$ cat config.mk
export PLATFORM = sky130hd
export DESIGN_NAME = reg_bank_arbiter
export DESIGN_NICKNAME = d
export VERILOG_FILES = /design/src/rtl/reg_bank_arbiter.sv
export SDC_FILE = /design/constraint.sdc
export NUM_CORES = 1
export LEC_CHECK = 0
export ABC_AREA = 1
export CAP_MARGIN = 20
export CELL_PAD_IN_SITES_DETAIL_PLACEMENT = 1
export CELL_PAD_IN_SITES_GLOBAL_PLACEMENT = 2
export CORE_MARGIN = 1.5
export CORE_UTILIZATION = 25
export DETAILED_ROUTE_END_ITERATION = 7
export GPL_TIMING_DRIVEN = 1
export HOLD_SLACK_MARGIN = 0.03
export MAX_ROUTING_LAYER = met4
export PLACE_DENSITY_LB_ADDON = 0.1
export SLEW_MARGIN = 20
export SYNTH_ARGS = -nofsm -noshare
export SYNTH_HDL_FRONTEND = slang
export SYNTH_SLANG_ARGS = --single-unit
$ cat constraint.sdc
create_clock -name clk -period 1.9 [get_ports clk]
set_input_delay 0.285 -clock clk [delete_from_list [all_inputs] [get_ports clk]]
set_output_delay 0.285 -clock clk [all_outputs]
set_load 0.01 [all_outputs]
$ cat src/rtl/reg_bank_arbiter.sv
// reg_bank_arbiter: round-robin write arbiter for the five PWM/output config registers
module reg_bank_arbiter #(
    parameter int ADDR_W    = 7,
    parameter int DATA_W    = 8,
    parameter int ERR_CNT_W = 8
) (
    input  logic                 clk,
    input  logic                 rst,
    input  logic                 req0_valid,
    input  logic [ADDR_W-1:0]    req0_addr,
    input  logic [DATA_W-1:0]    req0_data,
    output logic                 req0_ready,
    input  logic                 req1_valid,
    input  logic [ADDR_W-1:0]    req1_addr,
    input  logic [DATA_W-1:0]    req1_data,
    output logic                 req1_ready,
    output logic [DATA_W-1:0]    en_reg_out_7_0,
    output logic [DATA_W-1:0]    en_reg_out_15_8,
    output logic [DATA_W-1:0]    en_reg_pwm_7_0,
    output logic [DATA_W-1:0]    en_reg_pwm_15_8,
    output logic [DATA_W-1:0]    pwm_duty_cycle,
    output logic                 err_addr,
    output logic [ERR_CNT_W-1:0] err_count,
    output logic                 last_grant
);
    localparam int NREG = 5;
    localparam logic [ADDR_W-1:0] NREG_A = ADDR_W'(NREG);
    logic [DATA_W-1:0]    regs_q [NREG];
    logic [DATA_W-1:0]    regs_d [NREG];
    logic                 err_q, err_d, lg_q, lg_d, gnt0, xfer, hit;
    logic [ERR_CNT_W-1:0] cnt_q, cnt_d;
    logic [ADDR_W-1:0]    w_addr;
    logic [DATA_W-1:0]    w_data;
    always_comb begin
        // lg_q=1 means requester 1 went last, so requester 0 wins a tie
        gnt0       = req0_valid && (!req1_valid || lg_q);
        req0_ready = !rst && gnt0;
        req1_ready = !rst && req1_valid && !gnt0;
        xfer       = req0_ready || req1_ready;
        w_addr     = req1_ready ? req1_addr : req0_addr;
        w_data     = req1_ready ? req1_data : req0_data;
        hit        = w_addr < NREG_A;
        for (int i = 0; i < NREG; i++)
            regs_d[i] = (xfer && hit && w_addr == ADDR_W'(i)) ? w_data : regs_q[i];
        err_d = xfer && !hit;
        cnt_d = (err_d && cnt_q != '1) ? cnt_q + ERR_CNT_W'(1) : cnt_q;
        lg_d  = xfer ? req1_ready : lg_q;
    end
    always_ff @(posedge clk) begin
        if (rst) begin
            for (int i = 0; i < NREG; i++)
                regs_q[i] <= '0;
            err_q <= 1'b0;
            cnt_q <= '0;
            lg_q  <= 1'b1;
        end else begin
            for (int i = 0; i < NREG; i++)
                regs_q[i] <= regs_d[i];
            err_q <= err_d;
            cnt_q <= cnt_d;
            lg_q  <= lg_d;
        end
    end
    assign en_reg_out_7_0  = regs_q[0];
    assign en_reg_out_15_8 = regs_q[1];
    assign en_reg_pwm_7_0  = regs_q[2];
    assign en_reg_pwm_15_8 = regs_q[3];
    assign pwm_duty_cycle  = regs_q[4];
    assign err_addr        = err_q;
    assign err_count       = cnt_q;
    assign last_grant      = lg_q;
endmodule

After elaboration in Yosys (flattened, before gate mapping)

Memory sizes are Yosys's and may differ from the RTL's.
Index checks and enable logic that the tools add are counted.

Register bits after elaboration: 10
RAM bits: 40
Input bits: 34
Output and inout bits: 52
Word-level logic and storage cells: 50
Memories: 1

Add/subtract/negate cells: 1
Order comparisons: 1
Eq/ne operators: 5
Mux-type cells: 15
Bitwise gates (word level): 5
Reductions and logical operators: 19

Memories:

| name   | words | width | read ports | clocked after memory_dff | write ports | line | RTL |
|---|---|---|---|---|---|---|---|
| regs_q | 5     | 8     | 5          | 0                        | 5           | 28   | `logic [DATA_W-1:0] regs_q [NREG];` |

Operator list:

| kind                | count |
|---|---|
| $mux 8              | 11 |
| $eq 7x2->1 const B  | 2 |
| $logic_and 1x1->1   | 12 |
| $add 8x1->8 const B | 1 |
| $ne 8x8->1 const B  | 1 |
| $eq 7x1->1 const B  | 1 |
| $eq 7x3->1 const B  | 1 |
| $logic_not 7->1     | 1 |
| $lt 7x3->1 const B  | 1 |
| $mux 7              | 1 |
| $or 1x1->1          | 5 |
| $logic_not 1->1     | 4 |
| $mux 1              | 3 |
| $logic_or 1x1->1    | 2 |

Depth between registers and ports, before layout

Word-level depth: 11
Gate-level depth with buffers: 14

Worst setup path before layout

OpenSTA, ideal clock, no wires.

Kind: register to register
Start: reg lg_q (netlist: last_grant)
End: mem regs_q[4][5] (netlist: regs_q[0][37])
Data arrival time: 1517 ps
Data required time: 1787 ps
Slack: 270 ps
Stages on the path, launching flop included: 13
Buffers on the path: 1
Clock period less this slack: 1630 ps
Path through: dfxtp_1 inv_1 nand2_2 nand2_4 nand2_4 nand2_1 nand2_1 nand3_4 nor3_4 buf_6 nand2_1 nand2_1 nor2_1

RTL lines:

| element                | line | RTL |
|---|---|---|
| start, declared        | 30   | `logic err_q, err_d, lg_q, lg_d, gnt0, xfer, hit;` |
| start signal, assigned | 61   | `lg_q <= lg_d;` |
| end, declared          | 28   |  |

Worst setup path in the final report

Start: reg lg_q (netlist: last_grant)
End: out req0_ready

Cells in the longest elaborated chain, start to end: 3

RTL lines:

| element           | line | RTL |
|---|---|---|
| $logic_or 1x1->1  | 36   | `gnt0 = req0_valid && (!req1_valid \|\| lg_q);` |
| $logic_and 1x1->1 | 36   |  |
| $logic_and 1x1->1 | 37   | `req0_ready = !rst && gnt0;` |
| end, declared     | 12   | `output logic req0_ready,` |

Every way passes these cells.

==> impl_metrics.ini <==
[synth]
ys_ff_latch = 50
ys_seq_area_share_pct = 38.2
synth-edff-count = 0
synthArstFlopShare_pct = 0
ys.flop_type = dfxtp_1
netlist_area_um2 = 2620
synth.distinct_cells = 33
syn_area_per_cell_um2 = 7.44
syn_inst = 352
synth_nets = 387
yosysWarnings = 0

[setup_path]
r2r-end = regs_q[0][13]
path_cells = inv_2, nand2_4, nand2_8, nor2_1, clkdlybuf4s50_1
endpoint = req0_ready
required_ns = 1.62
cp_data_arrival_time_ns = 1.51
endpoint_kind = output pin
critPathLaunchType = register
path_max_fanout = 6
cp.depth = 5
reg2reg_depth = 13
cp_top_family = buffers and inverters
path_buf_inv = 2
reg2reg_slack_ns = 0.12
critPathLaunch = last_grant
slowest_delay_ns = 0.55
cp_slowest_cell = clkdlybuf4s50_1
timing.rr.start = last_grant
critical_path_class = reg2out

[layout]
antennaDiodeCount = 0
finalNetCount = 506
n_fill_cell = 1251
area_growth_pct = 56.2
drive_gt1_share_pct = 21.0

[die]
dieArea_um2 = 11100
start_util_pct = 25.6
ios = 86
die_w_um = 105
core_area_um2 = 10200
die_y_um = 105
core.rowCount = 37

[timing]
finalSetupTns_ns = 0
tightest_slew_ns = 0.243
clock.fmax_ghz = 0.557
drv_slew = 0
fin_skew_ns = 0.0124
fin_crit_sh_pct = 94.5
hold_viol = 0
setup_violations = 0
max_slew_margin_pct = 83.7
period_minus_slack_ns = 1.79

[placed_design]
port_buffers = 85
gp_congestion = 0.782
dp_hpwl_um = 6390

[clock_tree]
cts_root_buf = clkbuf_8
clkSlewWorstSetupHoldPaths_ns = 0.09
htreeDepth = 2
cts_tree = done
postCtsHoldBufs = 0
cts.path.max_buffers = 2
clock_sinks = 50
numCtsBuffers = 5
clkLatencyLatePin_ns = 0.32

[detailed_routing]
vias_per_cell = 4.37
drc = 0
drt_iter0_drc = 37
wl_per_cell_um = 13.7
postRouteAntennaNets = 0
drt-pass1-iter-count = 4
dr_total_vias = 2657
routed_wl_um = 8310

[power_and_ir_drop]
vdd_drop_max_uv = 251
p_leak_nw = 1.71
cellPowerDensity_nw_per_um2 = 535
p_total_mw = 2.19

[worst_hold_path]
hold_depth = 3
hp-class = in2reg

[grt]
track_usage_pct = 16.5
grt_pass1_wl_um = 14000
grt_pass1_vias = 2783
grt_max_degree = 27
grt_antenna_before_repair = 0
grt_overflow = 0

[run]
cap_violations = 0

[outcome]
outcome = completed
## power breakdown
part           internal [mW]  switching, mW  leakage (nW)  total (mW)
Combinational          0.205          0.216          1.26       0.421
Clock                  0.301          0.404        0.0478       0.705
Sequential              1.06        0.00676         0.403        1.06
## worst register-to-register path: cells and delay by family (launching register included)
family        cells  cell delay (ns)
flops             1             0.33
simple gates      9             0.94
buf+inv           4             0.43
## Yosys cell counts, types with 2 or more instances
cell / instances / area share, %
a21oi_1: 6 / 1.1
buf_2: 3 / 0.57
buf_6: 7 / 3.0
clkbuf_1: 4 / 0.57
dfxtp_1: 50 / 38
inv_1: 12 / 1.7
inv_2: 5 / 0.72
nand2_1: 71 / 10
nand2_2: 7 / 1.7
nand2_4: 7 / 3.0
nand3_1: 8 / 1.5
nand3_4: 3 / 2.0
nand3b_1: 2 / 0.57
nand4_1: 38 / 9.1
nor2_1: 88 / 13
nor2_4: 3 / 1.3
nor2_8: 3 / 2.3
nor3_1: 4 / 0.76
o21ai_1: 6 / 1.1
o21ai_2: 2 / 0.67
or2_2: 8 / 1.9
xnor2_1: 2 / 0.67
xor2_1: 3 / 1.0
## worst min-delay path by stage
stage                  start       endpoint  slack [ns]
3_3_place_gp   regs_q[0][27]  regs_q[0][27]        0.45
4_1_cts        regs_q[0][23]  regs_q[0][23]        0.49
6_report          req1_valid     last_grant        0.36
5_1_grt           req1_valid     last_grant        0.36
3_5_place_dp    regs_q[0][3]   regs_q[0][3]        0.47
2_1_floorplan     req0_valid     last_grant        0.41
## metrics by stage
stage	cells	setup WS (ns)	utilization [%]	instance area (um2)	hold WS, ns
after floorplan	352	0.270	-	2620	0.414
after global placement	596	-0.284	38.2	3910	0.453
after detailed placement	596	-0.343	38.2	3910	0.465
after CTS	604	0.000719	39.3	4020	0.491
after global routing	608	-0.0208	40.0	4090	0.361
final	608	0.105	40.0	4090	0.357
## area by class of cell
cell class	instances	area, um2	share of cell area (%)
clock buffers	6	82.6	2.02
flip-flops and latches	50	1000	24.5
multi-input cells	267	1460	35.7
repair buffers	128	1270	31.2
clock inverters	2	16.3	0.398
inverters	19	81.3	1.99
well taps	136	170	4.16
## state kept, by name (all words and copies together) (netlist names)
register	count
err_addr	1
err_count	8
last_grant	1
regs_q	40
## layout by cell type, fill, tap and decap left out, drive strengths merged
cell type	n
nor2	94
nand2	85
clkdlybuf4s50	81
dfxtp	50
buf	43
nand4	38
inv	19
nand3	12
o21ai	9
or2	8
a21oi	6
clkbuf	6
nor3	5
xor2	3
nand3b	2
xnor2	2
dlymetal6s2s	2
dlygate4sd2	2
clkinv	1
a21boi	1
o211ai	1
ha	1
clkinvlp	1
## cell families (layout without fill, tap and decap cells)
group / count (synthesis) / count (layout) / synth area share [%]
adder cells (fa/ha/maj): 1 / 1 / 0.478
buffers and inverters: 35 / 155 / 7.50
AND/OR/NAND/NOR: 244 / 244 / 47.9
flip-flops: 50 / 50 / 38.2
XOR/XNOR: 5 / 5 / 1.67
AO/OA/AOI/OAI: 17 / 17 / 4.16
## repair_timing
| item | CTS | global route |
|---|---|---|
| buffers inserted | 0 | 5 |
| gates resized for setup | 4 | 15 |
| pin swaps | 2 | 9 |
| setup endpoints to repair | 10 | 46 |
## metal layers
metal / part of all wire, % / global-route usage (%) / routed length (um) / vias up
met2: 47 / 27.0 / 3930 / 47
met3: 2.7 / 2.72 / 225 / 7
met5: 0 / - / 0 / -
met1: 49 / 21.1 / 4080 / 1213
met4: 0.95 / 4.11 / 79 / 0
li1: - / - / - / 1390
(Power assumes the default switching activity.)
